$ cat config.mk
export PLATFORM = sky130hd
export DESIGN_NAME = result_drain_ctrl_flat
export DESIGN_NICKNAME = d
export VERILOG_FILES = /design/src/rtl/result_drain_if.sv /design/src/rtl/result_drain_ctrl.sv /design/src/flat_wrapper.sv
export SDC_FILE = /design/constraint.sdc
export NUM_CORES = 2
export LEC_CHECK = 0
export ABC_AREA = 1
export CORE_MARGIN = 2
export CORE_UTILIZATION = 30
export CTS_CLUSTER_DIAMETER = 30
export DETAILED_ROUTE_END_ITERATION = 7
export GPL_ROUTABILITY_DRIVEN = 0
export HOLD_SLACK_MARGIN = 0.02
export PLACE_DENSITY = 0.49
export SETUP_SLACK_MARGIN = 0.02
export SLEW_MARGIN = 20
export SYNTH_ARGS = -nofsm -noshare
export SYNTH_HDL_FRONTEND = slang
export SYNTH_SLANG_ARGS = --single-unit
$ cat constraint.sdc
create_clock -name clk -period 2.82 [get_ports clk]
set_input_delay 0.282 -clock clk [delete_from_list [all_inputs] [get_ports clk]]
set_output_delay 0.282 -clock clk [all_outputs]
set_load 0.02 [all_outputs]
$ cat src/rtl/result_drain_if.sv
// result_drain_if: drain control, results-SRAM read port and the element stream of the drain controller.
interface result_drain_if #(
    parameter int ADDRESSSIZE    = 10,
    parameter int MATRIX_SIZE    = 32,
    parameter int PARTIAL_SUM_BW = 24
);
    logic                                  start;
    logic                                  abort;
    logic [ADDRESSSIZE-1:0]                base_addr;
    logic                                  rd_en;
    logic [ADDRESSSIZE-1:0]                rd_addr;
    logic [PARTIAL_SUM_BW*MATRIX_SIZE-1:0] rd_data;
    logic                                  m_valid;
    logic                                  m_ready;
    logic [PARTIAL_SUM_BW-1:0]             m_data;
    logic                                  m_last;
    logic                                  busy;
    logic                                  done;

    modport master (
        output start, abort, base_addr, rd_data, m_ready,
        input  rd_en, rd_addr, m_valid, m_data, m_last, busy, done
    );

    modport slave (
        input  start, abort, base_addr, rd_data, m_ready,
        output rd_en, rd_addr, m_valid, m_data, m_last, busy, done
    );
endinterface

$ cat src/rtl/result_drain_ctrl.sv
// result_drain_ctrl: reads a MATRIX_SIZE x MATRIX_SIZE result tile row by row from the results SRAM
// and streams it element by element (LSB element first) over a valid/ready port.
module result_drain_ctrl #(
    parameter int ADDRESSSIZE    = 10,
    parameter int MATRIX_SIZE    = 32,
    parameter int PARTIAL_SUM_BW = 24
) (
    input logic           clk,
    input logic           rstn,
    result_drain_if.slave bus
);
    localparam int CW = MATRIX_SIZE > 1 ? $clog2(MATRIX_SIZE) : 1;
    localparam int RW = PARTIAL_SUM_BW * MATRIX_SIZE;
    localparam logic [CW-1:0] LAST = CW'(MATRIX_SIZE - 1);

    typedef enum logic [2:0] {IDLE, REQ, CAP, SEND, DONE} state_t;

    state_t                    state_q, state_d;
    logic [CW-1:0]             row_q, row_d, idx_q, idx_d;
    logic [ADDRESSSIZE-1:0]    base_q, base_d, rd_addr_q, rd_addr_d;
    logic [RW-1:0]             buf_q, buf_d;
    logic [PARTIAL_SUM_BW-1:0] m_data_q, m_data_d;
    logic                      rd_en_q, rd_en_d, m_valid_q, m_valid_d, m_last_q, m_last_d;
    logic                      busy_q, busy_d, done_q, done_d;

    always_comb begin
        state_d = state_q;
        row_d   = row_q;
        idx_d   = idx_q;
        base_d  = base_q;
        buf_d   = buf_q;
        if (bus.abort) begin
            state_d = IDLE;
        end else begin
            case (state_q)
                IDLE: if (bus.start) begin
                    base_d  = bus.base_addr;
                    row_d   = '0;
                    state_d = REQ;
                end
                REQ:  state_d = CAP;
                CAP: begin
                    buf_d   = bus.rd_data;
                    idx_d   = '0;
                    state_d = SEND;
                end
                SEND: if (bus.m_ready) begin
                    idx_d = idx_q + 1'b1;
                    if (idx_q == LAST) begin
                        state_d = (row_q == LAST) ? DONE : REQ;
                        row_d   = (row_q == LAST) ? row_q : row_q + 1'b1;
                    end
                end
                default: state_d = IDLE;
            endcase
        end
        // outputs are derived from the next state so every port comes straight off a flop
        rd_en_d   = state_d == REQ;
        rd_addr_d = base_d + ADDRESSSIZE'(row_d);
        m_valid_d = state_d == SEND;
        m_data_d  = buf_d[idx_d*PARTIAL_SUM_BW +: PARTIAL_SUM_BW];
        m_last_d  = state_d == SEND && row_d == LAST && idx_d == LAST;
        busy_d    = state_d != IDLE;
        done_d    = state_d == DONE;
    end

    always_ff @(posedge clk or negedge rstn) begin
        if (!rstn) begin
            state_q   <= IDLE;
            row_q     <= '0;
            idx_q     <= '0;
            base_q    <= '0;
            buf_q     <= '0;
            rd_en_q   <= 1'b0;
            rd_addr_q <= '0;
            m_valid_q <= 1'b0;
            m_data_q  <= '0;
            m_last_q  <= 1'b0;
            busy_q    <= 1'b0;
            done_q    <= 1'b0;
        end else begin
            state_q   <= state_d;
            row_q     <= row_d;
            idx_q     <= idx_d;
            base_q    <= base_d;
            buf_q     <= buf_d;
            rd_en_q   <= rd_en_d;
            rd_addr_q <= rd_addr_d;
            m_valid_q <= m_valid_d;
            m_data_q  <= m_data_d;
            m_last_q  <= m_last_d;
            busy_q    <= busy_d;
            done_q    <= done_d;
        end
    end

    assign bus.rd_en   = rd_en_q;
    assign bus.rd_addr = rd_addr_q;
    assign bus.m_valid = m_valid_q;
    assign bus.m_data  = m_data_q;
    assign bus.m_last  = m_last_q;
    assign bus.busy    = busy_q;
    assign bus.done    = done_q;
endmodule

$ cat src/flat_wrapper.sv
// flat-port wrapper written by rule: the top's interface ports become plain ports
module result_drain_ctrl_flat 
#(
    parameter int ADDRESSSIZE    = 10,
    parameter int MATRIX_SIZE    = 32,
    parameter int PARTIAL_SUM_BW = 24
)
  (clk, rstn, bus_start, bus_abort, bus_base_addr, bus_rd_data, bus_m_ready, bus_rd_en, bus_rd_addr, bus_m_valid, bus_m_data, bus_m_last, bus_busy, bus_done);
  result_drain_if #(.ADDRESSSIZE(ADDRESSSIZE), .MATRIX_SIZE(MATRIX_SIZE), .PARTIAL_SUM_BW(PARTIAL_SUM_BW)) bus_i ();
  input logic clk;
  input logic rstn;
  input wire logic [$bits(bus_i.start)-1:0] bus_start;
  input wire logic [$bits(bus_i.abort)-1:0] bus_abort;
  input wire logic [$bits(bus_i.base_addr)-1:0] bus_base_addr;
  input wire logic [$bits(bus_i.rd_data)-1:0] bus_rd_data;
  input wire logic [$bits(bus_i.m_ready)-1:0] bus_m_ready;
  output wire logic [$bits(bus_i.rd_en)-1:0] bus_rd_en;
  output wire logic [$bits(bus_i.rd_addr)-1:0] bus_rd_addr;
  output wire logic [$bits(bus_i.m_valid)-1:0] bus_m_valid;
  output wire logic [$bits(bus_i.m_data)-1:0] bus_m_data;
  output wire logic [$bits(bus_i.m_last)-1:0] bus_m_last;
  output wire logic [$bits(bus_i.busy)-1:0] bus_busy;
  output wire logic [$bits(bus_i.done)-1:0] bus_done;
  assign bus_i.start = bus_start;
  assign bus_i.abort = bus_abort;
  assign bus_i.base_addr = bus_base_addr;
  assign bus_i.rd_data = bus_rd_data;
  assign bus_i.m_ready = bus_m_ready;
  assign bus_rd_en = bus_i.rd_en;
  assign bus_rd_addr = bus_i.rd_addr;
  assign bus_m_valid = bus_i.m_valid;
  assign bus_m_data = bus_i.m_data;
  assign bus_m_last = bus_i.m_last;
  assign bus_busy = bus_i.busy;
  assign bus_done = bus_i.done;
  result_drain_ctrl #(.ADDRESSSIZE(ADDRESSSIZE), .MATRIX_SIZE(MATRIX_SIZE), .PARTIAL_SUM_BW(PARTIAL_SUM_BW)) u_core (.clk(clk), .rstn(rstn), .bus(bus_i));
endmodule
== Word-level counts from Yosys, hierarchy flattened ==
Index checks and enable logic that the tools add are counted.

* Word-level logic and storage cells: 51
* Output and inout port bits: 39
* Register bits after elaboration: 830

* $add $sub $neg: 3
* Muxes and demuxes: 20
* Shift-type cells: 1
* Equality and inequality tests: 10
* Multiply operators: 1
* Reduce and logical (&&, ||, !) cells: 4

{| class="wikitable"
|+ Operators with widths
! operator !! number
|-
| 768-bit 2-to-1 mux || 2
|-
| 768-bit by 11-bit indexed part select with 24-bit output || 1
|-
| 5-bit 2-to-1 mux || 7
|-
| 10-bit 2-to-1 mux || 3
|-
| 5-bit == test, second input constant || 4
|-
| 5-bit case mux with 2 select lines || 2
|-
| 3-bit 2-to-1 mux || 5
|-
| 3-bit case mux with 4 select lines || 1
|-
| 10-bit by 5-bit adder with 10-bit output || 1
|-
| 5-bit by 1-bit adder with 5-bit output, second input constant || 2
|-
| 3-bit by 2-bit == test with 1-bit output, second input constant || 3
|-
| 5-bit by 2-bit multiplier with 7-bit output, second input constant || 1
|-
| 3-bit by 1-bit == test with 1-bit output, second input constant || 2
|-
| 3-bit == test, second input constant || 1
|-
| 3-bit logical NOT || 1
|-
| 3-bit nonzero test || 1
|-
| 1-bit logical AND || 2
|}

== Depth between registers and ports, before layout ==
* Depth after elaboration: 9
* Depth in mapped cells: 22
* Depth with buffers taken out: 22

== Worst setup path after synthesis ==
Ideal clock, no wire load.

* Kind: register to register
* Start point: register u_core.idx_q[0]
* End point: register u_core.rd_addr_q[8] (netlist: u_core.bus.rd_addr[8])
* Stages on the path, launching flop included: 19
* Arrival: 2.404 ns
* Path buffers: 0
* Slack: 0.299 ns
* Clock period less this slack: 2.521 ns
* Setup time: 0.117 ns
* Required time: 2.703 ns
* Path through: dfrtp_1 ha_1 inv_1 nor3_1 ha_1 nand2_1 inv_1 nand2_1 xor2_1 o31ai_1 ha_1 ha_1 inv_1 nand2_1 nand2_1 o211ai_1 nand2_1 nand2_1 nand2_1

* Longest elaborated chain between the ends: 6

{| class="wikitable"
|+ RTL lines
! element !! RTL line !! text
|-
| start, declared || result_drain_ctrl.sv:19 || <nowiki>logic [CW-1:0] row_q, row_d, idx_q, idx_d;</nowiki>
|-
| start signal, assigned || result_drain_ctrl.sv:84 || <nowiki>idx_q <= idx_d;</nowiki>
|-
| 5-bit == test || result_drain_ctrl.sv:49 || <nowiki>if (idx_q == LAST) begin</nowiki>
|-
| 5-bit 2-to-1 mux || result_drain_ctrl.sv:49 ||
|-
| 5-bit 2-to-1 mux || result_drain_ctrl.sv:47 || <nowiki>SEND: if (bus.m_ready) begin</nowiki>
|-
| 5-bit case mux with 2 select lines || result_drain_ctrl.sv:35 || <nowiki>case (state_q)</nowiki>
|-
| 5-bit 2-to-1 mux || result_drain_ctrl.sv:32 || <nowiki>if (bus.abort) begin</nowiki>
|-
| net u_core.row_d[0] || result_drain_ctrl.sv:19 ||
|-
| 10-bit by 5-bit adder with 10-bit output || result_drain_ctrl.sv:59 || <nowiki>rd_addr_d = base_d + ADDRESSSIZE'(row_d);</nowiki>
|-
| net u_core.rd_addr_d[8] || result_drain_ctrl.sv:20 || <nowiki>logic [ADDRESSSIZE-1:0] base_q, base_d, rd_addr_q, rd_addr_d;</nowiki>
|-
| end signal, assigned || result_drain_ctrl.sv:88 || <nowiki>rd_addr_q <= rd_addr_d;</nowiki>
|-
| end, declared || result_drain_ctrl.sv:20 ||
|}

The timed path passes the listed nets, and every way through them passes these cells.

== Worst setup path in the final report ==
* Start point: register u_core.state_q[1]
* End point: register u_core.m_data_q[6] (netlist: u_core.bus.m_data[6])

* Elaborated cells on any way between the ends: 8
* Those cells by class: mul (1); eq/ne (2); shift (1); mux (4)

{| class="wikitable"
|+ RTL lines
! element !! RTL line !! text
|-
| start, declared || result_drain_ctrl.sv:18 || <nowiki>state_t state_q, state_d;</nowiki>
|-
| start signal, assigned || result_drain_ctrl.sv:82 || <nowiki>state_q <= state_d;</nowiki>
|-
| 3-bit by 2-bit == test with 1-bit output || result_drain_ctrl.sv:35 ||
|-
| 768-bit 2-to-1 mux || result_drain_ctrl.sv:35 ||
|-
| 768-bit 2-to-1 mux || result_drain_ctrl.sv:32 ||
|-
| net u_core.buf_d[630] || result_drain_ctrl.sv:21 || <nowiki>logic [RW-1:0] buf_q, buf_d;</nowiki>
|-
| 768-bit by 11-bit indexed part select with 24-bit output || result_drain_ctrl.sv:61 || <nowiki>m_data_d = buf_d[idx_d*PARTIAL_SUM_BW +: PARTIAL_SUM_BW];</nowiki>
|-
| net u_core.m_data_d[6] || result_drain_ctrl.sv:22 || <nowiki>logic [PARTIAL_SUM_BW-1:0] m_data_q, m_data_d;</nowiki>
|-
| end signal, assigned || result_drain_ctrl.sv:90 || <nowiki>m_data_q <= m_data_d;</nowiki>
|-
| end, declared || result_drain_ctrl.sv:22 ||
|}

The timed path passes the listed nets, and every way through them passes these cells.

==> flow_summary_export.csv <==
group,metric,value,unit
floorplan,dieWidth,372,um
floorplan,core,134000,um2
global_routing,grt_max_degree,100,
layout,layout-drive-gt1-share,0.218,
sta,final.min_clock_period,2.71,ns
synthesis,syn_inst,5197,
clock_network,clock_tree.root_cell,"clkbuf_16",
synthesis,synth_area_leaders,"dfrtp_1 51%, nand2_1 15%, o21ai_0 6.9%",
global_routing,overflow,0,
floorplan,io_pins,822,
clock_network,cts_made_buffers,232,
clock_network,clk_path_buf_depth,3,
critical_path,crit_required,3.50,ns
sta,setup_tns,0,ns
global_routing,grt_pass1_wl,268000,um
route,drtIter0Drc,2706,
sta,holdWs,0.0485,ns
sta,clock.fmax,369,MHz
hold_path,hold_class,"in2async",
critical_path,path_max_fanout,10,
floorplan,dieArea,138000,um2
synthesis,yosys.area.top_type,"dfrtp_1",
floorplan,die_y,372,um
critical_path,slowest_delay,0.42,ns
synthesis,syn_area_per_cell,7.80,um2
clock_network,clkSinkCount,830,
clock_network,clkSlewWorstSetupHoldPaths,0.05,ns
critical_path,critPathSlowestCell,"dfrtp_1",
clock_network,cts_tree,"built",
synthesis,ys.flop_type,"dfrtp_1",
pwr,vdd.ir_drop.worst,0.567,mV
global_routing,grt_pass1_vias,40600,
sta,relSlewSlack,0.556,
critical_path,crit_arrival,3.40,ns
route,drc_errors,0,
synthesis,yosys_warnings,0,
route,wl_per_cell,22.1,um
synthesis,synth_top_area_share,0.512,
place,io_buffers,821,
synthesis,synth-edff-count,0,
route,wl,189000,um
global_routing,grtUsageTotal,0.265,
pwr,p_per_area,1130,nW/um2
place,hpwl,141000,um
global_routing,antenna_found_initial,59,
sta,setup_ws,0.108,ns
synthesis,yosysSeqAreaShare,0.512,
synthesis,syn_area,40600,um2
run_status,status,"finished, final reports clean",
route,num_vias,39700,
sta,slew_viol_final,0,
route,via_per_inst,4.65,
critical_path,r2r_cells,17,
sta,worst_pin_slew,0.666,ns
place,pre_cts_ws,-0.560,ns
job,maxCapViolations,0,
critical_path,critPathKind,"reg2reg",
floorplan,initial_core_util,0.303,
layout,final_nets,7330,
route,detail-route-antenna-nets,0,
pwr,p_leak,30.0,nW
sta,min_period_over_period,0.962,
sta,setup-violations-final,0,
synthesis,ys_seq_elements,830,
sta,fin_skew,0.0267,ns
clock_network,htree_levels,4,
critical_path,cp-end-kind,"register",
route,drt-pass1-iter-count,6,
synthesis,syn-num-nets,5988,
critical_path,critPathLaunchType,"register",
layout,syn2layout_area_growth,58.9,%
critical_path,path_cells,"inv_2, nor2_8, nand2_8, buf_12, clkinv_16, clkbuf_16, buf_4, buf_4, o21ai_0, inv_1, nor2_2, nor2_1, buf_4, o21ai_4, nand3_2, nor2_1, nor2_1",
floorplan,fp-row-count,134,
synthesis,synth_cell_types,35,
sta,grt_setup_unrepaired,"yes",
sta,hold_viol_final,0,
critical_path,ff2ff_setup_slack,0.11,ns
synthesis,postSynth.asyncResetShare,1.00,
clock_network,clk_latency,0.81,ns
-- flip-flops by register name (all words and copies together) (netlist names) --
register            cells
u_core.buf_q          768
u_core.bus.m_data      24
u_core.base_q          10
u_core.bus.rd_addr     10
u_core.idx_q            5
u_core.row_q            5
u_core.state_q          3
u_core.bus.busy         1
u_core.bus.done         1
u_core.bus.m_last       1
u_core.bus.m_valid      1
u_core.bus.rd_en        1
-- critical path, delay by kind of cell, from the launching register on --
kind / cells / cell delay (ns)
buffers and inverters: 8 / 1.13
AND/OR/NAND/NOR: 7 / 0.70
flip-flops: 1 / 0.42
AO/OA/AOI/OAI: 2 / 0.33
-- final cells by class --
class | instances | area (um2)
well taps | 1768 | 2210
clock buffers | 325 | 6740
diodes | 25 | 62.6
fillers | 13000 | 69400
clock inverters | 107 | 1510
inverters | 548 | 2100
multi-input cells | 3492 | 16600
repair buffers | 1435 | 14400
flip-flops and latches | 830 | 20800
-- stage by stage --
stage	cell area [um2]	total power, W	util	instances
2_1_floorplan	40600	0.0317	-	5197
3_3_place_gp	54400	0.0442	0.407	7978
3_5_place_dp	54400	0.0444	0.407	7978
4_1_cts	63500	0.0725	0.475	8480
5_1_grt	64400	0.0771	0.481	8524
6_report	64400	0.0729	0.482	8530
-- worst paths after layout --
kind                                         to         startpoint
max                        u_core.bus.m_data[6]  u_core.state_q[1]
max reg2reg                u_core.bus.m_data[6]  u_core.state_q[1]
min reg2reg                   u_core.buf_q[299]  u_core.buf_q[299]
min                           u_core.buf_q[747]               rstn
max in group asynchronous     u_core.buf_q[465]               rstn
min in group clk              u_core.buf_q[304]   bus_rd_data[304]
-- cells in the final DEF, fill, tap and decap left out, types with 10 or more instances in the layout --
cell type / count
o21ai_1: 85
clkinv_2: 42
clkinvlp_4: 15
buf_12: 81
o21ai_2: 19
a21oi_1: 84
clkbuf_1: 37
or2_0: 101
nand2_1: 1638
clkbuf_8: 54
inv_1: 537
buf_16: 10
nand3_2: 30
nor2_1: 100
o21ai_0: 534
bufinv_16: 31
clkdlybuf4s50_1: 820
dfrtp_1: 829
clkbuf_16: 242
buf_4: 436
nand3_1: 389
o211ai_1: 26
diode_2: 25
or2_2: 404
nor2_4: 13
buf_6: 10
nand2_2: 17
dlygate4sd3_1: 66
-- synthesized netlist by cell type, types with 5 or more instances --
library cell,number
buf_4,29
o21ai_0,562
o211ai_1,26
a21oi_1,87
xor2_1,6
o21ai_1,78
inv_1,539
buf_2,112
nor2_1,117
dfrtp_1,830
nand3_1,421
clkbuf_1,147
or2_2,405
nand2_1,1653
buf_1,20
nor3_1,5
nand4_1,5
or2_0,101
buf_6,18
inv_2,9
ha_1,8
-- repair_timing --
action | 4_1_cts | 5_1_grt
endpoints found under the hold margin | 508 | 0
setup endpoints to repair | 14 | 31
cloned | 0 | 8
buffers inserted | 4 | 17
hold buffers | 66 | 0
resized for setup | 38 | 136
pin swaps | 1 | 23
-- power breakdown --
group | switching [W] | internal [W] | leakage, nW
clock network | 0.00800 | 0.0192 | 4.04
logic | 0.0160 | 0.0107 | 16.3
registers | 0.00148 | 0.0174 | 9.61
-- logic make-up (layout without fill, tap and decap cells) --
family | count (synthesis) | count (layout) | synth area share
buf+inv | 875 | 2415 | 0.0907
flops | 830 | 830 | 0.512
other cells | 0 | 25 | 0
simple gates | 2720 | 2720 | 0.298
compound gates | 758 | 758 | 0.0956
fa+ha+maj | 8 | 8 | 0.00247
xor+xnor | 6 | 6 | 0.00130
-- metal layers --
layer,routed length (um),GRT usage,up-vias
met1,81800,0.348,19100
li1,-,-,19000
met5,250,0,-
met4,5400,0.0866,40
met2,89200,0.433,1256
met3,12200,0.0584,297
Note: power is estimated with default switching activity, not from simulation.
